===== src/rtl/ring_delay_pkg.sv =====
// ring_delay_pkg
//   Shared definitions for the ring_delay slice:
//     - rd_state_e : FILL/RUN state encodings (RD_FILL = 0, RD_RUN = 1)
//     - clog2()    : constant function used to derive pointer widths
package ring_delay_pkg;

    typedef enum logic {
        RD_FILL = 1'b0,
        RD_RUN  = 1'b1
    } rd_state_e;

    // Ceiling log2 for elaboration-time width derivation (clog2(1) = 0).
    function automatic int clog2(input int value);
        int result;
        result = 0;
        while ((1 << result) < value) begin
            result++;
        end
        return result;
    endfunction

endpackage


===== src/rtl/ring_delay_ram.sv =====
// ring_delay_ram
//   WIDTH x DEPTH storage with one synchronous write port and one
//   asynchronous read port (maps to distributed RAM).
//   Ports:
//     clk    in   write clock, rising edge
//     we     in   write enable
//     waddr  in   write slot
//     wdata  in   write data
//     raddr  in   read slot
//     rdata  out  read data, combinational from raddr and contents
module ring_delay_ram #(
    parameter int WIDTH = 8,
    parameter int DEPTH = 16,
    parameter int AW    = 4
) (
    input  logic             clk,
    input  logic             we,
    input  logic [AW-1:0]    waddr,
    input  logic [WIDTH-1:0] wdata,
    input  logic [AW-1:0]    raddr,
    output logic [WIDTH-1:0] rdata
);

    logic [WIDTH-1:0] mem [DEPTH];

    // NOTE: the array has no reset so it can map onto LUT RAM; a reset
    // port would force it into discrete flops. Contents are qualified by
    // out_valid in the parent instead.
    always_ff @(posedge clk) begin
        if (we) begin
            mem[waddr] <= wdata;
        end
    end

    assign rdata = mem[raddr];

endmodule


===== src/rtl/ring_delay.sv =====
// ring_delay
//   Runtime-programmable delay line built on a circular buffer. out follows
//   in by delay_q clock-enabled cycles; out_valid marks that the buffer holds
//   delay_q genuine samples written since the last restart (reset or a
//   change of the clamped delay request).
//   Parameters:
//     MAX_DELAY  buffer depth and largest delay (>= 2)
//     WIDTH      sample width
//     AW         pointer width, derived
//   Ports:
//     clk        in   sole clock, rising edge
//     rst        in   asynchronous reset, active low
//     ce         in   clock enable; the stream advances only when ce = 1
//     delay      in   requested delay 0..MAX_DELAY, larger values clamp
//     in         in   input sample
//     out        out  delayed sample (combinational from registered state)
//     out_valid  out  registered, high exactly in the RUN state
//   Build option:
//     RING_DELAY_ZERO_FILL_EN  when defined, out is forced to 0 while
//                              out_valid is low.
module ring_delay
    import ring_delay_pkg::*;
#(
    parameter  int MAX_DELAY = 16,
    parameter  int WIDTH     = 8,
    localparam int AW        = clog2(MAX_DELAY)
) (
    input  logic             clk,
    input  logic             rst,
    input  logic             ce,
    input  logic [AW:0]      delay,
    input  logic [WIDTH-1:0] in,
    output logic [WIDTH-1:0] out,
    output logic             out_valid
);

    localparam logic [AW:0]   MAX_D    = (AW + 1)'(MAX_DELAY);
    localparam logic [AW-1:0] LAST_PTR = AW'(MAX_DELAY - 1);

    rd_state_e        state_q, state_d;
    logic [AW:0]      fill_q, fill_d, fill_inc;
    logic [AW:0]      delay_q, delay_c;
    logic [AW-1:0]    wr_ptr, rd_ptr;
    logic [AW:0]      wr_ext, rd_sum;
    logic             restart;
    logic [WIDTH-1:0] rd_data, data_sel;

    assign delay_c = (delay > MAX_D) ? MAX_D : delay;
    assign restart = (delay_c != delay_q);

    // Read slot = (wr_ptr - delay_q) mod MAX_DELAY. Written as a compare
    // and add so it also holds when MAX_DELAY is not a power of two.
    assign wr_ext = {1'b0, wr_ptr};
    assign rd_sum = (wr_ext >= delay_q) ? (wr_ext - delay_q)
                                        : (wr_ext + (MAX_D - delay_q));
    assign rd_ptr = rd_sum[AW-1:0];

    // NOTE: sequential state uses non-blocking assignments so every flop
    // samples pre-edge values regardless of statement order.
    always_ff @(posedge clk or negedge rst) begin
        if (!rst) begin
            wr_ptr  <= '0;
            delay_q <= '0;
            fill_q  <= '0;
            state_q <= RD_FILL;
        end else begin
            delay_q <= delay_c;
            fill_q  <= fill_d;
            state_q <= state_d;
            if (ce) begin
                wr_ptr <= (wr_ptr == LAST_PTR) ? '0 : wr_ptr + 1'b1;
            end
        end
    end

    assign fill_inc = (fill_q == MAX_D) ? fill_q : fill_q + (AW + 1)'(ce);

    // NOTE: every output of this block is defaulted first so no path
    // leaves a value unassigned and no latch is inferred.
    always_comb begin
        state_d = state_q;
        fill_d  = fill_q;
        if (restart) begin
            // A write on the restart edge counts as fill sample 1.
            state_d = RD_FILL;
            fill_d  = ce ? (AW + 1)'(1) : '0;
        end else begin
            case (state_q)
                RD_FILL: begin
                    fill_d = fill_inc;
                    if (fill_inc >= delay_q) begin
                        state_d = RD_RUN;
                    end
                end
                default: ;
            endcase
        end
    end

    assign out_valid = (state_q == RD_RUN);

    ring_delay_ram #(
        .WIDTH (WIDTH),
        .DEPTH (MAX_DELAY),
        .AW    (AW)
    ) u_ram (
        .clk   (clk),
        .we    (ce),
        .waddr (wr_ptr),
        .wdata (in),
        .raddr (rd_ptr),
        .rdata (rd_data)
    );

    // delay_q = 0 is passthrough; with delay_q = MAX_DELAY the read slot is
    // the one about to be overwritten, which still holds the oldest sample.
    assign data_sel = (delay_q == '0) ? in : rd_data;

`ifdef RING_DELAY_ZERO_FILL_EN
    assign out = out_valid ? data_sel : '0;
`else
    assign out = data_sel;
`endif

endmodule


===== config.mk =====
export PLATFORM = sky130hd
export DESIGN_NAME = ring_delay
export DESIGN_NICKNAME = d
export VERILOG_FILES = /design/src/rtl/ring_delay_pkg.sv /design/src/rtl/ring_delay_ram.sv /design/src/rtl/ring_delay.sv
export SDC_FILE = /design/constraint.sdc
export NUM_CORES = 1
export LEC_CHECK = 0
export CORE_MARGIN = 2
export CORE_UTILIZATION = 40
export CTS_CLUSTER_SIZE = 30
export DETAILED_ROUTE_END_ITERATION = 6
export MAX_ROUTING_LAYER = met4
export PLACE_DENSITY = 0.63
export SLEW_MARGIN = 30
export SYNTH_ARGS = -nofsm -noshare
export SYNTH_HDL_FRONTEND = slang
export SYNTH_SLANG_ARGS = --single-unit

===== constraint.sdc =====
create_clock -name clk -period 9.4 [get_ports clk]
set_clock_uncertainty 0.05 [all_clocks]
set_input_delay 2.82 -clock clk [delete_from_list [all_inputs] [get_ports clk]]
set_output_delay 2.82 -clock clk [all_outputs]
set_load 0.03 [all_outputs]

# ---- Yosys cells after proc, flatten, opt, wreduce, memory -nomap -nowiden
# Memory sizes are Yosys's and may differ from the RTL's.
# Cells that the tools add are included.
# W data, S select, Z words.
dict set report classes {
  mux 13
  magnitude_cmp 3
  eq_ne 4
  add_sub_neg 5
  reduce_logical 1
}
# op count
set op_table {}
lappend op_table {{$mux W5} 4}
lappend op_table {{$mux W4} 2}
lappend op_table {{$mux W8} 1}
lappend op_table {{$mux W1} 6}
lappend op_table {{$add A5 B1 Y5} 1}
lappend op_table {{$eq A5 B5 Y1 const B} 1}
lappend op_table {{$ge A4 B5 Y1} 1}
lappend op_table {{$ge A5 B5 Y1} 1}
lappend op_table {{$gt A5 B5 Y1 const B} 1}
lappend op_table {{$logic_not A5 Y1} 1}
lappend op_table {{$ne A5 B5 Y1} 1}
lappend op_table {{$add A4 B1 Y4 const B} 1}
lappend op_table {{$add A4 B4 Y4} 1}
lappend op_table {{$eq A4 B4 Y1 const B} 1}
lappend op_table {{$sub A1 B4 Y4 const A} 1}
lappend op_table {{$sub A4 B4 Y4} 1}
lappend op_table {{$ne A2 B1 Y1 const B} 1}
dict set report word_totals {
  n_memories 1
  ff_bits 15
  output_inout_bits 9
  word_cells 31
  ram_bits 128
  input_bits 16
}
# name words word_bits rd rd_ports_with_merged_regs wr line_no
set mem_list {}
lappend mem_list {u_ram.mem 16 8 1 0 1 ring_delay_ram.sv:24} ;# logic [WIDTH-1:0] mem [DEPTH];

# ---- Longest topological paths before layout
# Gate-level depths: netlist of run 1.
dict set report logic_depth {
  ltp_word 6
  depth_mapped 10
  depth_no_buf 9
}

# ---- Hierarchy
# From an unflattened synthesis of run 1, not the netlist that was laid out.
dict set report unflattened {
  hier_cells 329
  hier_area_um2 6050.8
}
# mod instances area_per_inst_um2 cells_each seq_area_each_um2
set by_module_without_submodules {}
lappend by_module_without_submodules {ring_delay_ram 1 4987.3 221 3843.7}
lappend by_module_without_submodules {ring_delay 1 1063.5 108 375.4}

# ---- Worst setup path after synthesis of run 1
# Ideal clock, no wire load.
dict set report synth_path {
  path_kind {input -> output}
  startpoint {input port in[5]}
  endpoint {output port out[5]}
  slack_ns 3.235
  path_buffers 0
  arrival_ns 3.295
  t_required_ns 6.530
  stages 2
  path_cell_list {o22ai_1 -> nor2_1}
}
dict set report synth_via {
  elab_chain_cells 1
}
# item line_no
set synth_rtl {}
lappend synth_rtl {{start: declaration} ring_delay.sv:32} ;# input logic [WIDTH-1:0] in,
lappend synth_rtl {{$mux W8} ring_delay.sv:117} ;# assign data_sel = (delay_q == '0) ? in : rd_data;
lappend synth_rtl {{end: declaration} ring_delay.sv:33} ;# output logic [WIDTH-1:0] out,
# No other way between the ends.

# ---- Worst setup path after layout of run 1
dict set report layout_path {
  startpoint {input port in[2]}
  endpoint {output port out[2]}
}
# Same word-level chain as after synthesis.

==> metrics, run 1 <==
Worst EP required 6530 ps; GRT Overall Usage 17.38%; Worst slew margin 35.66%; metal3 WL 438 um; Tmin final 7450 ps; commonest non-fill, non-tap cell in the layout edfxtp_1; filler cell count 1263; Worst path slowest cell clkdlybuf4s50_1; Clk Latency, worst-skew pair 410 ps; DRC violation count after routing 0; post-synth top area share 62.63%; largest net degree at the start of global routing 33; Root Buffer clkbuf_16; DR iter-0 viols 247; WS Path Type input port to primary output; n_diodes 0; via count 3207; vias in the first global route 3383; most frequent CP cell clkdlybuf4s50_1; TritonRoute pass-1 iters 5; max-slew violations 0; synthesized area 6137 sq um; share of cells above drive strength 1 15.44%; CTS Buf Count 17; setup TNS 0 ps; GPL Wtd Cong 0.7670; run status finished clean; WL met2 6288 um; DR WL/cell 21.52 um; Final Hold Fails 0; clock buffer depth 2; # H-tree levels 4; antenna violations before repair 0; setup violators final 0; worst-margin pin slew 959.8 ps; area of the multi-input gates 1858 sq um; Die Ht 127.9 um; sequential cell area fraction in the yosys report 68.75%; slowest stage delay, CP 810 ps; CP cell instances clkdlybuf4s50_1, a211o_1, clkdlybuf4s50_1; clock sink count 143; Synth Area per Inst 17.10 sq um; TritonCTS clock tree built; FMAX 134.2 MHz; wl on met1 5789 um; final period utilization 79.25%; largest fanout on the critical path 17; RSZ-0062 raised after global routing false; HPWL Detailed 7721 um; startpoint types input port; Lkg Pwr 2.524 nW; die width 127.9 um; Port Buf Inserts 24; yosys warns 0; area delta synth->final 17.78%; Yosys cell types 36; DR vias/cell 5.381; post-CTS sizing 0; Power Dens Cells 315.3 nW/um^2; sequential cell area 4219 sq um; Crit. End Element primary output; CTS clk-pin slew, worst paths 60 ps; Starting Density 40.67%; drt total wl 12830 um; Hold Path Class flop to flop; Highest Signal Layer met4; core area 15090 sq um; Place WS 1958 ps; Mapped Nets 390; post-cts hold buffer count 0; I/O Pins 25; synthesized flop and latch total 143; Critical Path AT 4580 ps; cell taking the most area after synthesis edfxtp_1; full die area 16350 sq um; top cells by area, synth edfxtp_1 63%, mux4_1 9.0%, dfrtp_1 6.1%; Core Rows 45; most frequent cells in the layout 128 x edfxtp_1, 39 x nand2_1, 24 x clkdlybuf4s50_1; global-route wire length before repair 19690 um; Final nets 426; setup bufs post-CTS 0; number of routed nets with antenna violations 0; Max Cap Viol 0; Synth Instances 359; grt total ovfl 0; Max VDD drop 0.0001828 V; setup ws final 1950 ps
layout make-up:
cell class / count / area share [%]
multi-input combinational: 195 / 25.71
tap: 188 / 3.254
sequential: 143 / 58.37
clock buffer: 18 / 5.937
clock inverter: 14 / 2.320
timing repair buffer: 31 / 4.051
inverter: 7 / 0.3635
worst max-delay path: cells and delay by family:
family,cells,cell delay [ps]
compound gates,1,260
buf+inv,2,1500
logic make-up (layout without fill, tap and decap cells):
group,after synthesis,count (layout),share of synthesized area (%)
XOR/XNOR,12,12,1.713
adder cells (fa/ha/maj),15,15,3.180
multiplexers,34,34,13.37
flip-flops,143,143,68.75
buffers and inverters,21,70,2.120
AO/OA/AOI/OAI,39,39,4.098
AND/OR/NAND/NOR,95,95,6.769
state kept, by name (all words and copies together), names as in the netlist:
signal	count
u_ram.mem	128
delay_q	5
fill_q	5
wr_ptr	4
out_valid	1
cell usage after synthesis:
cell        n
nor3_1      4
mux4_2     11
o21ai_0     3
and2_1      4
a21oi_1    17
mux2i_1     1
fa_1        1
a21o_1      2
o22ai_1     3
buf_1       2
clkbuf_1    5
o41ai_1     1
clkbuf_8    1
nand2b_1    7
buf_6       3
mux2_2      1
buf_12      1
mux4_1     21
buf_2       2
inv_1       7
nor4_1      1
a211oi_1    3
o211ai_1    1
nand2_1    39
nand3b_1    1
nor2b_1     5
ha_1       14
edfxtp_1  128
a21o_2      1
dfrtp_1    15
xnor2_1     7
xor2_1      5
nand3_1     6
a211o_1     7
nor2_1     28
a22o_1      1
through the flow:
stage / util [%] / hold WS (ps) / instances / cell area [sq um] / total power, mW
after global placement: 43.67 / 527.8 / 564 / 6589 / 1.603
after detailed placement: 43.87 / 535.9 / 564 / 6620 / 1.624
after CTS: 47.83 / 550.0 / 596 / 7217 / 2.297
final: 47.90 / 552.2 / 596 / 7228 / 2.279
after global routing: 47.90 / 603.5 / 596 / 7228 / 2.383
after floorplan: - / 498.6 / 359 / 6137 / 1.369
path summary, 6_finish.rpt:
path	end	start	cells past startpoint	slack, ps
max	out[2]	in[2]	3	1950
min	fill_q[1]$_DFFE_PN0P_	fill_q[1]$_DFFE_PN0P_	2	550
max reg2reg	out_valid$_DFF_PN0_	fill_q[3]$_DFFE_PN0P_	9	7200
min reg2reg	fill_q[1]$_DFFE_PN0P_	fill_q[1]$_DFFE_PN0P_	2	550
max in group asynchronous	wr_ptr[3]$_DFFE_PN0P_	rst	1	6090
min in group asynchronous	fill_q[1]$_DFFE_PN0P_	rst	1	2770
layer usage:
| layer | vias up | GRT usage (%) |
|---|---|---|
| met3 | 20 | 4.215 |
| li1 | 1482 | - |
| met4 | 0 | 7.046 |
| met1 | 1631 | 21.97 |
| met2 | 74 | 27.21 |
| met5 | - | - |
where the power goes:
group | internal (mW) | switching [mW] | leakage, nW
clock network | 0.417 | 0.255 | 0.288
logic | 0.343 | 0.478 | 0.887
registers | 0.756 | 0.0296 | 1.35
total | 1.52 | 0.763 | 2.52
No activity file was read; power rests on OpenSTA's default activity.
==> run 2: changes to the inputs <==
--- a/config.mk
+++ b/config.mk
@@ -10,7 +10,7 @@
 export CTS_CLUSTER_SIZE = 30
 export DETAILED_ROUTE_END_ITERATION = 6
 export MAX_ROUTING_LAYER = met4
-export PLACE_DENSITY = 0.63
+export PLACE_DENSITY = 0.65
 export SLEW_MARGIN = 30
 export SYNTH_ARGS = -nofsm -noshare
 export SYNTH_HDL_FRONTEND = slang
==> constraint.sdc (replaced) <==
create_clock -name clk -period 6 [get_ports clk]
set_clock_uncertainty 0.05 [all_clocks]
set_input_delay 1.8 -clock clk [delete_from_list [all_inputs] [get_ports clk]]
set_output_delay 1.8 -clock clk [all_outputs]
set_load 0.03 [all_outputs]
==> metrics, run 2 (synthesis results as in run 1) <==
worst reg-to-reg setup slack 3810 ps (-3390 ps); TritonCTS clock tree built; global-route wire length before repair 19470 um (-1.1%); Crit. End Element primary output; Worst EP required 4150 ps (-2380 ps); area delta synth->final 16.66%; final period utilization 91.55%; Worst Reg-to-Reg Cells 9 (unchanged); Worst R2R Start fill_q[3]$_DFFE_PN0P_; WS Path Type flop to primary output; vias in the first global route 3359 (-0.71%); run status finished clean; DR vias/cell 5.462 (+1.5%); Tmin final 5493 ps; setup TNS 0 ps (unchanged); number of routed nets with antenna violations 0 (unchanged); die width 127.9 um (unchanged); antenna violations before repair 0 (unchanged); Sw Ratio 34.62% (+1.2 points); DRC violation count after routing 0 (unchanged); I/O Pins 25 (unchanged); Pint 2.257 mW (+49%); Reg with most FFs u_ram.mem; worst hold slack 566.9 ps (+14.69 ps); TritonRoute pass-1 iters 5 (unchanged); largest fanout on the critical path 32 (+15); RSZ-0062 raised after global routing false; setup bufs post-CTS 0 (unchanged); grt total ovfl 0 (unchanged); clock sink count 143 (unchanged); commonest non-fill, non-tap cell in the layout edfxtp_1; Starting Density 40.67% (unchanged); GPL Wtd Cong 0.7576 (-1.2%); clock buffer depth 2 (unchanged); Port Buf Inserts 24 (unchanged); Die Ht 127.9 um (unchanged); Core Rows 45 (unchanged); most frequent cells in the layout 128 x edfxtp_1, 39 x nand2_1, 24 x clkdlybuf4s50_1; Root Buffer clkbuf_16; filler cell count 1299 (+2.9%); full die area 16350 sq um (unchanged); startpoint types flop; CTS Buf Count 17 (unchanged); Clk Latency, worst-skew pair 430 ps (+20 ps); max reg flops 128 (unchanged); Lkg Pwr 2.481 nW (-1.7%); Final nets 428 (+0.47%); HPWL Detailed 7674 um (-0.61%); DR WL/cell 21.22 um (-1.4%); biggest regs u_ram.mem: 128 flops, delay_q: 5 flops, fill_q: 5 flops; area of the multi-input gates 1838 sq um (-1.1%); hold_sp fill_q[1]$_DFFE_PN0P_; post-CTS sizing 0 (unchanged); core area 15090 sq um (unchanged); DR iter-0 viols 344 (+39%); post-cts hold buffer count 0 (unchanged); power share of the sequential group 35.9% (+1.4 points); sequential cell area 4219 sq um (unchanged); share of cells above drive strength 1 15.40% (-0.038 points); Critical Path AT 3640 ps (-940 ps); largest net degree at the start of global routing 33 (unchanged); GRT Overall Usage 17.37% (about the same); Net Switching 1.195 mW (+57%); via count 3261 (+1.7%); Worst slew margin 34.60% (-1.1 points); setup violators final 0 (unchanged); # H-tree levels 4 (unchanged); Power Dens Cells 482.1 nW/um^2 (+53%); Hold Path Class flop to flop; Max Cap Viol 0 (unchanged); worst-margin pin slew 977.3 ps (+17.50 ps); n_diodes 0 (unchanged); FMAX 182.1 MHz; Power Total 3.452 mW (+51%); Max VDD drop 0.0003429 V (+88%); CTS clk-pin slew, worst paths 60 ps (about the same); part of the power in the clock network 26.7% (-2.8 points); r2r endpoint out_valid$_DFF_PN0_; Final Hold Fails 0 (unchanged); hold endpoint fill_q[1]$_DFFE_PN0P_; Combinational Power Share 37.4% (+1.3 points); hold depth 2 (unchanged); drt total wl 12670 um (-1.2%); max-slew violations 0 (unchanged)
==> run 2: cell types whose count changed in the layout (fill, tap and decap cells not counted), sizes merged <==
cell,before,now
inv,8,10
clkinvlp,2,4
buf,7,9
clkinv,8,6
bufinv,3,0
==> run 2: per-layer routing <==
metal  GRT usage, %  share of wire (%)
met1          21.93                 44
met5              -                  0
met3          5.259                7.0
met4          7.046                1.8
met2          26.42                 48
==> run 2: worst max path at each step <==
stage	from	end	slack, ps	cells after the start
final	wr_ptr[0]$_DFFE_PN0P_	out[3]	510	10
after global routing	wr_ptr[0]$_DFFE_PN0P_	out[3]	340	10
after CTS	wr_ptr[0]$_DFFE_PN0P_	out[3]	490	10
after detailed placement	in[1]	out[1]	630	3
after global placement	in[1]	out[1]	640	3
after floorplan	wr_ptr[0]$_DFFE_PN0P_	out[5]	1690	10
==> run 2: cell type report <==
cell class / instances / area share [%]
inverter: 7 / 0.3670
tap: 188 / 3.286
clock buffer: 18 / 5.994
sequential: 143 / 58.93
timing repair buffer: 33 / 4.474
clock inverter: 13 / 1.276
multi-input combinational: 195 / 25.67
==> run 2: power by group through the flow <==
stage          registers [mW]  logic, mW  clock network, mW
3_3_place_gp             1.25       1.27                  0
2_1_floorplan            1.23      0.918                  0
3_5_place_dp             1.26       1.29                  0
6_report                 1.24       1.29              0.922
5_1_grt                  1.25       1.40              0.981
4_1_cts                  1.23       1.29              0.938
==> run 2: through the flow <==
step | area (sq um) | util, % | worst slack (ps) | cells
2_1_floorplan | 6137 | - | 1689 | 359
3_5_place_dp | 6609 | 43.80 | 629.2 | 566
4_1_cts | 7129 | 47.25 | 494.6 | 597
6_report | 7159 | 47.45 | 507.2 | 597
5_1_grt | 7159 | 47.45 | 339.5 | 597
3_3_place_gp | 6601 | 43.75 | 636.5 | 566
==> run 2: critical path, cell delays in order, from the launching register on <==
cell and delay [ps]:
dfrtp_1 430, inv_1 160, ha_2 190, inv_1 50
fa_1 470, buf_4 400, mux4_1 370, nand2_1 80
a21oi_1 110, a211o_1 330, clkdlybuf4s50_1 610
